==> config.mk <==
export PLATFORM = sky130hd
export DESIGN_NAME = bht_update_table
export DESIGN_NICKNAME = d
export VERILOG_FILES = /design/src/rtl/bht_update_table_pkg.sv /design/src/rtl/bht_sweep_fsm.sv /design/src/rtl/bht_update_table.sv
export SDC_FILE = /design/constraint.sdc
export NUM_CORES = 1
export LEC_CHECK = 0
export ABC_CLOCK_PERIOD_IN_PS = 8000
export BUFFER_PORTS_ARGS = -buffer_cell sky130_fd_sc_hd__buf_2
export CORE_ASPECT_RATIO = 0.9
export CORE_MARGIN = 4
export CORE_UTILIZATION = 65
export DETAILED_ROUTE_END_ITERATION = 7
export PLACE_DENSITY = 0.87
export SLEW_MARGIN = 20
export SYNTH_ARGS = -nofsm -noshare
export SYNTH_HDL_FRONTEND = slang
export SYNTH_SLANG_ARGS = --single-unit
==> constraint.sdc <==
create_clock -name clk_i -period 8 [get_ports clk_i]
set_clock_uncertainty 0.05 [all_clocks]
set_input_delay 0.8 -clock clk_i [delete_from_list [all_inputs] [get_ports clk_i]]
set_output_delay 0.8 -clock clk_i [all_outputs]
set_load 0.05 [all_outputs]
==> src/rtl/bht_update_table_pkg.sv <==
// Shared types and helpers for the branch history table.
//   bht_update_t     : branch resolution from execute {valid, pc, taken}
//   bht_prediction_t : prediction returned to fetch {valid, taken}
//   bht_state_e      : sweep FSM state (INIT clears the table, RUN is usable)
//   sat_cnt_next     : 2-bit saturating counter step
package bht_update_table_pkg;

  localparam int unsigned VLEN = 64;

  // Counter encoding: 00 strong-NT, 01 weak-NT, 10 weak-T, 11 strong-T.
  localparam logic [1:0] CNT_WEAK_NT = 2'b01;
  localparam logic [1:0] CNT_WEAK_T  = 2'b10;

  typedef enum logic {
    ST_INIT = 1'b0,
    ST_RUN  = 1'b1
  } bht_state_e;

  typedef struct packed {
    logic            valid;
    logic [VLEN-1:0] pc;
    logic            taken;
  } bht_update_t;

  typedef struct packed {
    logic valid;
    logic taken;
  } bht_prediction_t;

  // Saturating step: never wraps past 11 or below 00.
  function automatic logic [1:0] sat_cnt_next(input logic [1:0] cnt, input logic taken);
    if (taken) return (cnt == 2'b11) ? 2'b11 : cnt + 2'd1;
    else       return (cnt == 2'b00) ? 2'b00 : cnt - 2'd1;
  endfunction

endpackage

==> src/rtl/bht_sweep_fsm.sv <==
// Clear-sweep controller for the branch history table.
//   clk_i, rst_i    : clock, synchronous active-high reset
//   flush_i         : restart the sweep from entry 0
//   init_done_o     : table usable (state is RUN), registered
//   sweep_we_o      : write the cleared value into entry sweep_idx_o this cycle
//   sweep_idx_o     : entry being cleared
module bht_sweep_fsm
  import bht_update_table_pkg::*;
#(
  parameter int unsigned NR_ENTRIES = 64,
  parameter int unsigned IDX_W      = $clog2(NR_ENTRIES)
) (
  input  logic             clk_i,
  input  logic             rst_i,
  input  logic             flush_i,
  output logic             init_done_o,
  output logic             sweep_we_o,
  output logic [IDX_W-1:0] sweep_idx_o
);

  localparam logic [IDX_W-1:0] LAST_IDX = IDX_W'(NR_ENTRIES - 1);

  bht_state_e       state_q, state_d;
  logic [IDX_W-1:0] idx_q, idx_d;

  always_comb begin
    state_d    = state_q;
    idx_d      = idx_q;
    sweep_we_o = 1'b0;
    case (state_q)
      ST_INIT: begin
        sweep_we_o = 1'b1;
        idx_d      = idx_q + 1'b1;  // wraps to 0 after the last entry
        if (idx_q == LAST_IDX) state_d = ST_RUN;
      end
      default: ;
    endcase
    // A flush in either state restarts a full sweep from entry 0.
    if (flush_i) begin
      state_d = ST_INIT;
      idx_d   = '0;
    end
  end

  always_ff @(posedge clk_i) begin
    if (rst_i) begin
      state_q <= ST_INIT;
      idx_q   <= '0;
    end else begin
      state_q <= state_d;
      idx_q   <= idx_d;
    end
  end

  assign init_done_o = (state_q == ST_RUN);
  assign sweep_idx_o = idx_q;

endmodule

==> src/rtl/bht_update_table.sv <==
// Branch history table: one 2-bit saturating counter plus valid bit per entry.
//   clk_i, rst_i       : clock, synchronous active-high reset
//   flush_i            : restart the clear sweep
//   debug_mode_i       : suppress updates while in debug mode
//   vpc_i              : fetch PC to predict (combinational lookup)
//   bht_update_i       : resolved conditional branch {valid, pc, taken}
//   bht_prediction_o   : {valid, taken} for vpc_i
//   init_done_o        : table usable (sweep finished)
// Both PCs index with pc[IDX_W:1]; bit 0 is ignored for compressed alignment.
module bht_update_table
  import bht_update_table_pkg::*;
#(
  parameter int unsigned NR_ENTRIES = 64,
  parameter int unsigned VLEN       = bht_update_table_pkg::VLEN
) (
  input  logic            clk_i,
  input  logic            rst_i,
  input  logic            flush_i,
  input  logic            debug_mode_i,
  input  logic [VLEN-1:0] vpc_i,
  input  bht_update_t     bht_update_i,
  output bht_prediction_t bht_prediction_o,
  output logic            init_done_o
);

  localparam int unsigned IDX_W = $clog2(NR_ENTRIES);
  localparam int unsigned UPC_W = $bits(bht_update_i.pc);

  logic [NR_ENTRIES-1:0]       valid_q, valid_d;
  logic [NR_ENTRIES-1:0][1:0]  cnt_q, cnt_d;

  logic             sweep_we;
  logic [IDX_W-1:0] sweep_idx;
  logic [IDX_W-1:0] rd_idx, wr_idx;
  logic             upd_acc;
  logic             pred_valid;

  bht_sweep_fsm #(
    .NR_ENTRIES (NR_ENTRIES),
    .IDX_W      (IDX_W)
  ) u_sweep (
    .clk_i       (clk_i),
    .rst_i       (rst_i),
    .flush_i     (flush_i),
    .init_done_o (init_done_o),
    .sweep_we_o  (sweep_we),
    .sweep_idx_o (sweep_idx)
  );

  assign rd_idx = vpc_i[IDX_W:1];
  assign wr_idx = bht_update_i.pc[IDX_W:1];

  // init_done_o already excludes INIT; flush_i drops the update in the flush cycle.
  assign upd_acc = bht_update_i.valid & ~debug_mode_i & init_done_o & ~flush_i;

  always_comb begin
    valid_d = valid_q;
    cnt_d   = cnt_q;
    if (sweep_we) begin
      valid_d[sweep_idx] = 1'b0;
      cnt_d[sweep_idx]   = CNT_WEAK_NT;
    end else if (upd_acc) begin
      valid_d[wr_idx] = 1'b1;
      // A fresh entry starts weak in the resolved direction rather than stepping from 01.
      if (!valid_q[wr_idx]) cnt_d[wr_idx] = bht_update_i.taken ? CNT_WEAK_T : CNT_WEAK_NT;
      else                  cnt_d[wr_idx] = sat_cnt_next(cnt_q[wr_idx], bht_update_i.taken);
    end
  end

  // Counters need no reset: the sweep rewrites every entry before RUN.
  always_ff @(posedge clk_i) begin
    if (rst_i) valid_q <= '0;
    else       valid_q <= valid_d;
    cnt_q <= cnt_d;
  end

  // Reads the registered table, so a same-cycle update is seen only next cycle.
  assign pred_valid             = init_done_o & valid_q[rd_idx];
  assign bht_prediction_o.valid = pred_valid;
  assign bht_prediction_o.taken = pred_valid & cnt_q[rd_idx][1];

  logic unused_pc_bits;
  assign unused_pc_bits = ^{vpc_i[VLEN-1:IDX_W+1], vpc_i[0],
                            bht_update_i.pc[UPC_W-1:IDX_W+1], bht_update_i.pc[0]};

endmodule
==> key figures <==
Layout
  – Most common cell after layout, fill and taps aside: nand2_1
  – Share of cells above drive strength 1: 18.1%
  – Fin area: 13300 µm²
  – Area Growth Syn to Fin: 5.07%
  – Commonest non-fill, non-tap cells in the layout: 210 x nand2_1, 185 x o21ai_0, 131 x a21oi_1
  – Final Net Count: 1390
  – Fill cells: 1381

Clock tree
  – Reg clk slew, reported paths: 0.08 ns
  – Resized Gates After CTS: 0
  – CTS sink cnt: 199
  – TritonCTS Buffers: 17
  – Max H-tree Level: 4
  – Total setup buffers inserted after CTS: 0
  – TritonCTS clock tree: yes
  – Maximum clock path buffer count: 2
  – Clock Latency Late Sink: 0.46 ns
  – CTS Root Cell: clkbuf_16
  – CTS hold repair buffers: 0

Worst setup path
  – Largest stage delay, worst path: 0.74 ns
  – Crit-path cells: buf_4 -> buf_4 -> and3b_1 -> buf_4 -> a22oi_1 -> a41oi_1 -> nor4_2 -> and3_1 -> a21boi_1 -> mux2_4 -> buf_4 -> o22ai_2
  – Worst endpoint required time: 8.12 ns
  – Crit. End Element: flop
  – Worst r2r src: cnt_q[80]
  – R2r setup slk: 4.27 ns
  – Worst Path Buf+Inv: 4
  – Critical path class: in -> reg
  – Critical path peak fanout: 49
  – Worst path most repeated cell: buf_4
  – Highest-delay cell along the critical path: mux2_4
  – Crit path max-delay family: buffers and inverters
  – Crit path launch type: primary input
  – Crit path DAT: 5.18 ns
  – FF-to-FF path depth: 9
  – Reg-to-reg critical path endpoint: cnt_q[111]

Placed design
  – HPWL after DPL: 26.7 mm
  – PortBufs: 20
  – Total placed instance area: 12600 µm²
  – Pre-CTS setup slack: 2.71 ns
  – RePlAce Congestion: 1.03

Route
  – DRT Pass-1 Iters: 8
  – Final ANT Viol Nets: 0
  – Vias: 12000
  – DRC violations left: 0
  – WL/cell: 28.7 µm
  – Number of DRC markers in iteration 0: 2328
  – Post-DR vias/cell: 7.92
  – Post-Route WL: 43.5 mm

Power and ir drop
  – Cell Pwr Density: 189 nW/µm²
  – Max VDD drop: 0.154 mV
  – Static Leak: 4.29 nW

Synth
  – Area contributors post-synth: edfxtp_1 30%, dfxtp_1 11%, mux4_2 10%
  – Synth area leader: edfxtp_1
  – Mapped Area: 12600 µm²
  – Post-synthesis sequential area ratio: 41.7%
  – Synthesized flop and latch total: 199
  – Post-synth ARST share: 0%
  – Cell count after synthesis: 1333
  – Distinct cells, synth: 68
  – Top_reg_cell synth: edfxtp_1
  – Post-synth net total: 1468
  – Number of flops mapped to enable cells by yosys: 128
  – Syn avg cell area: 9.47 µm²
  – Top cell type's share of synthesized area: 30.5%
  – Yosys warnings: 0

Min path
  – Hold Startpoint: valid_q[27]
  – HP Class: reg -> reg
  – Depth of the worst hold-timing path: 2
  – Hold EP: valid_q[27]

GRT
  – Largest net degree at the start of global routing: 78
  – GRT Util Overall: 39.2%
  – Initial antenna violation count: 0
  – Overflow after GRT: 0
  – Vias in the first global route: 11400
  – Global-route wire length before repair: 65.5 mm

Run
  – Maximum capacitance violations: 0

Timing
  – RSZ-0062 raised after global routing: no
  – Setup TNS: 0 ns
  – Final cycle utilization of the critical path: 63.2%
  – Worst slew margin: 26.4%
  – Max-slew violations: 0
  – Tightest Pin Transition: 1.10 ns
  – Tmin final: 5.06 ns
  – Hold slack: 0.437 ns
  – Highest Clock Rate: 198 MHz
  – Slack of the critical path: 2.94 ns
  – Final Setup Violations: 0
  – Final hold violation count: 0

Floorplanning
  – Initial Util: 65.9%
  – IO Count: 137
  – Row count: 48
  – Die Y: 140 µm
  – Die area: 21700 µm²
  – CORE AREA: 19200 µm²
  – Die span in x: 155 µm

Run status
  – Status: finished, final reports clean
==> cells in the mapped netlist (8+ instances only) <==
cell        n
nand2_1   210
o21ai_0   185
a21oi_1   131
edfxtp_1  128
clkbuf_1  103
nand3_1    89
dfxtp_1    71
o22ai_2    59
mux4_2     57
nor2_1     55
mux2i_1    22
a22oi_1    20
buf_2      17
o21ai_1    14
nand2b_1   12
and3b_1    11
nor3_1      8
nor3b_1     8
o22ai_1     8
==> cell type report <==
cell class | count | area (µm²) | share of cell area, %
well taps | 250 | 313 | 2.36
multi-input cells | 982 | 6680 | 50.4
clock inverters | 15 | 225 | 1.70
repair buffers | 49 | 324 | 2.44
clock buffers | 17 | 425 | 3.21
inverters | 6 | 22.5 | 0.170
diodes | 1 | 2.50 | 0.0189
flip-flops and latches | 199 | 5270 | 39.7
==> worst register-to-register path: cells and delay by family, from the launching register on <==
kind | cells | cell delay, ns
AOI/OAI and AO/OA | 4 | 1.62
buffers and inverters | 1 | 0.40
DFF | 1 | 0.39
and+or+nand+nor | 4 | 0.99
==> metrics by stage <==
stage	total power, W	utilization (%)	std cells
after detailed placement	0.00154	65.7	1486
after CTS	0.00248	69.1	1518
final	0.00251	69.2	1519
after global routing	0.00256	69.2	1518
after floorplan	0.00144	-	1333
after global placement	0.00152	65.7	1485
==> how the worst max path moves through the flow <==
| stage | from | to | cells after the start |
|---|---|---|---|
| finish | bht_update_i[2] | cnt_q[108] | 12 |
| global route | bht_update_i[2] | cnt_q[108] | 12 |
| CTS | bht_update_i[2] | cnt_q[108] | 12 |
| detailed placement | bht_update_i[2] | cnt_q[108] | 12 |
| global placement | bht_update_i[4] | cnt_q[109] | 10 |
| floorplan | vpc_i[1] | bht_prediction_o[0] | 6 |
==> flip-flops by register name, indices dropped and copies added (netlist names) <==
| register | count |
|---|---|
| u_sweep.sweep_idx_o | 6 |
| cnt_q | 128 |
| u_sweep.init_done_o | 1 |
| valid_q | 64 |
==> power breakdown <==
group | leakage, nW | internal (W) | total [W] | switching, W
clock network | 0.313 | 0.000558 | 0.000974 | 0.000416
registers | 1.83 | 0.00115 | 0.00119 | 0.0000399
logic | 2.15 | 0.000119 | 0.000352 | 0.000233
total | 4.29 | 0.00182 | 0.00251 | 0.000689
==> per-layer routing <==
metal | track usage [%] | vias up | part of all wire [%] | routed length [µm]
met5 | 0 | - | 0 | 0
met3 | 14.6 | 349 | 19 | 8190
met2 | 55.2 | 1314 | 40 | 17500
li1 | - | 4855 | - | -
met1 | 50.7 | 5519 | 32 | 14000
met4 | 25.7 | 0 | 8.7 | 3770
==> cells by family after synthesis <==
logic type	count (synthesis)	share of synthesized area, %
XOR/XNOR	4	0.278
AND/OR/NAND/NOR	431	16.0
adder cells (fa/ha/maj)	1	0.0991
AO/OA/AOI/OAI	457	23.3
multiplexers	89	12.8
buffers and inverters	152	5.82
flip-flops	199	41.7
Power figures use the tool's default switching activity.
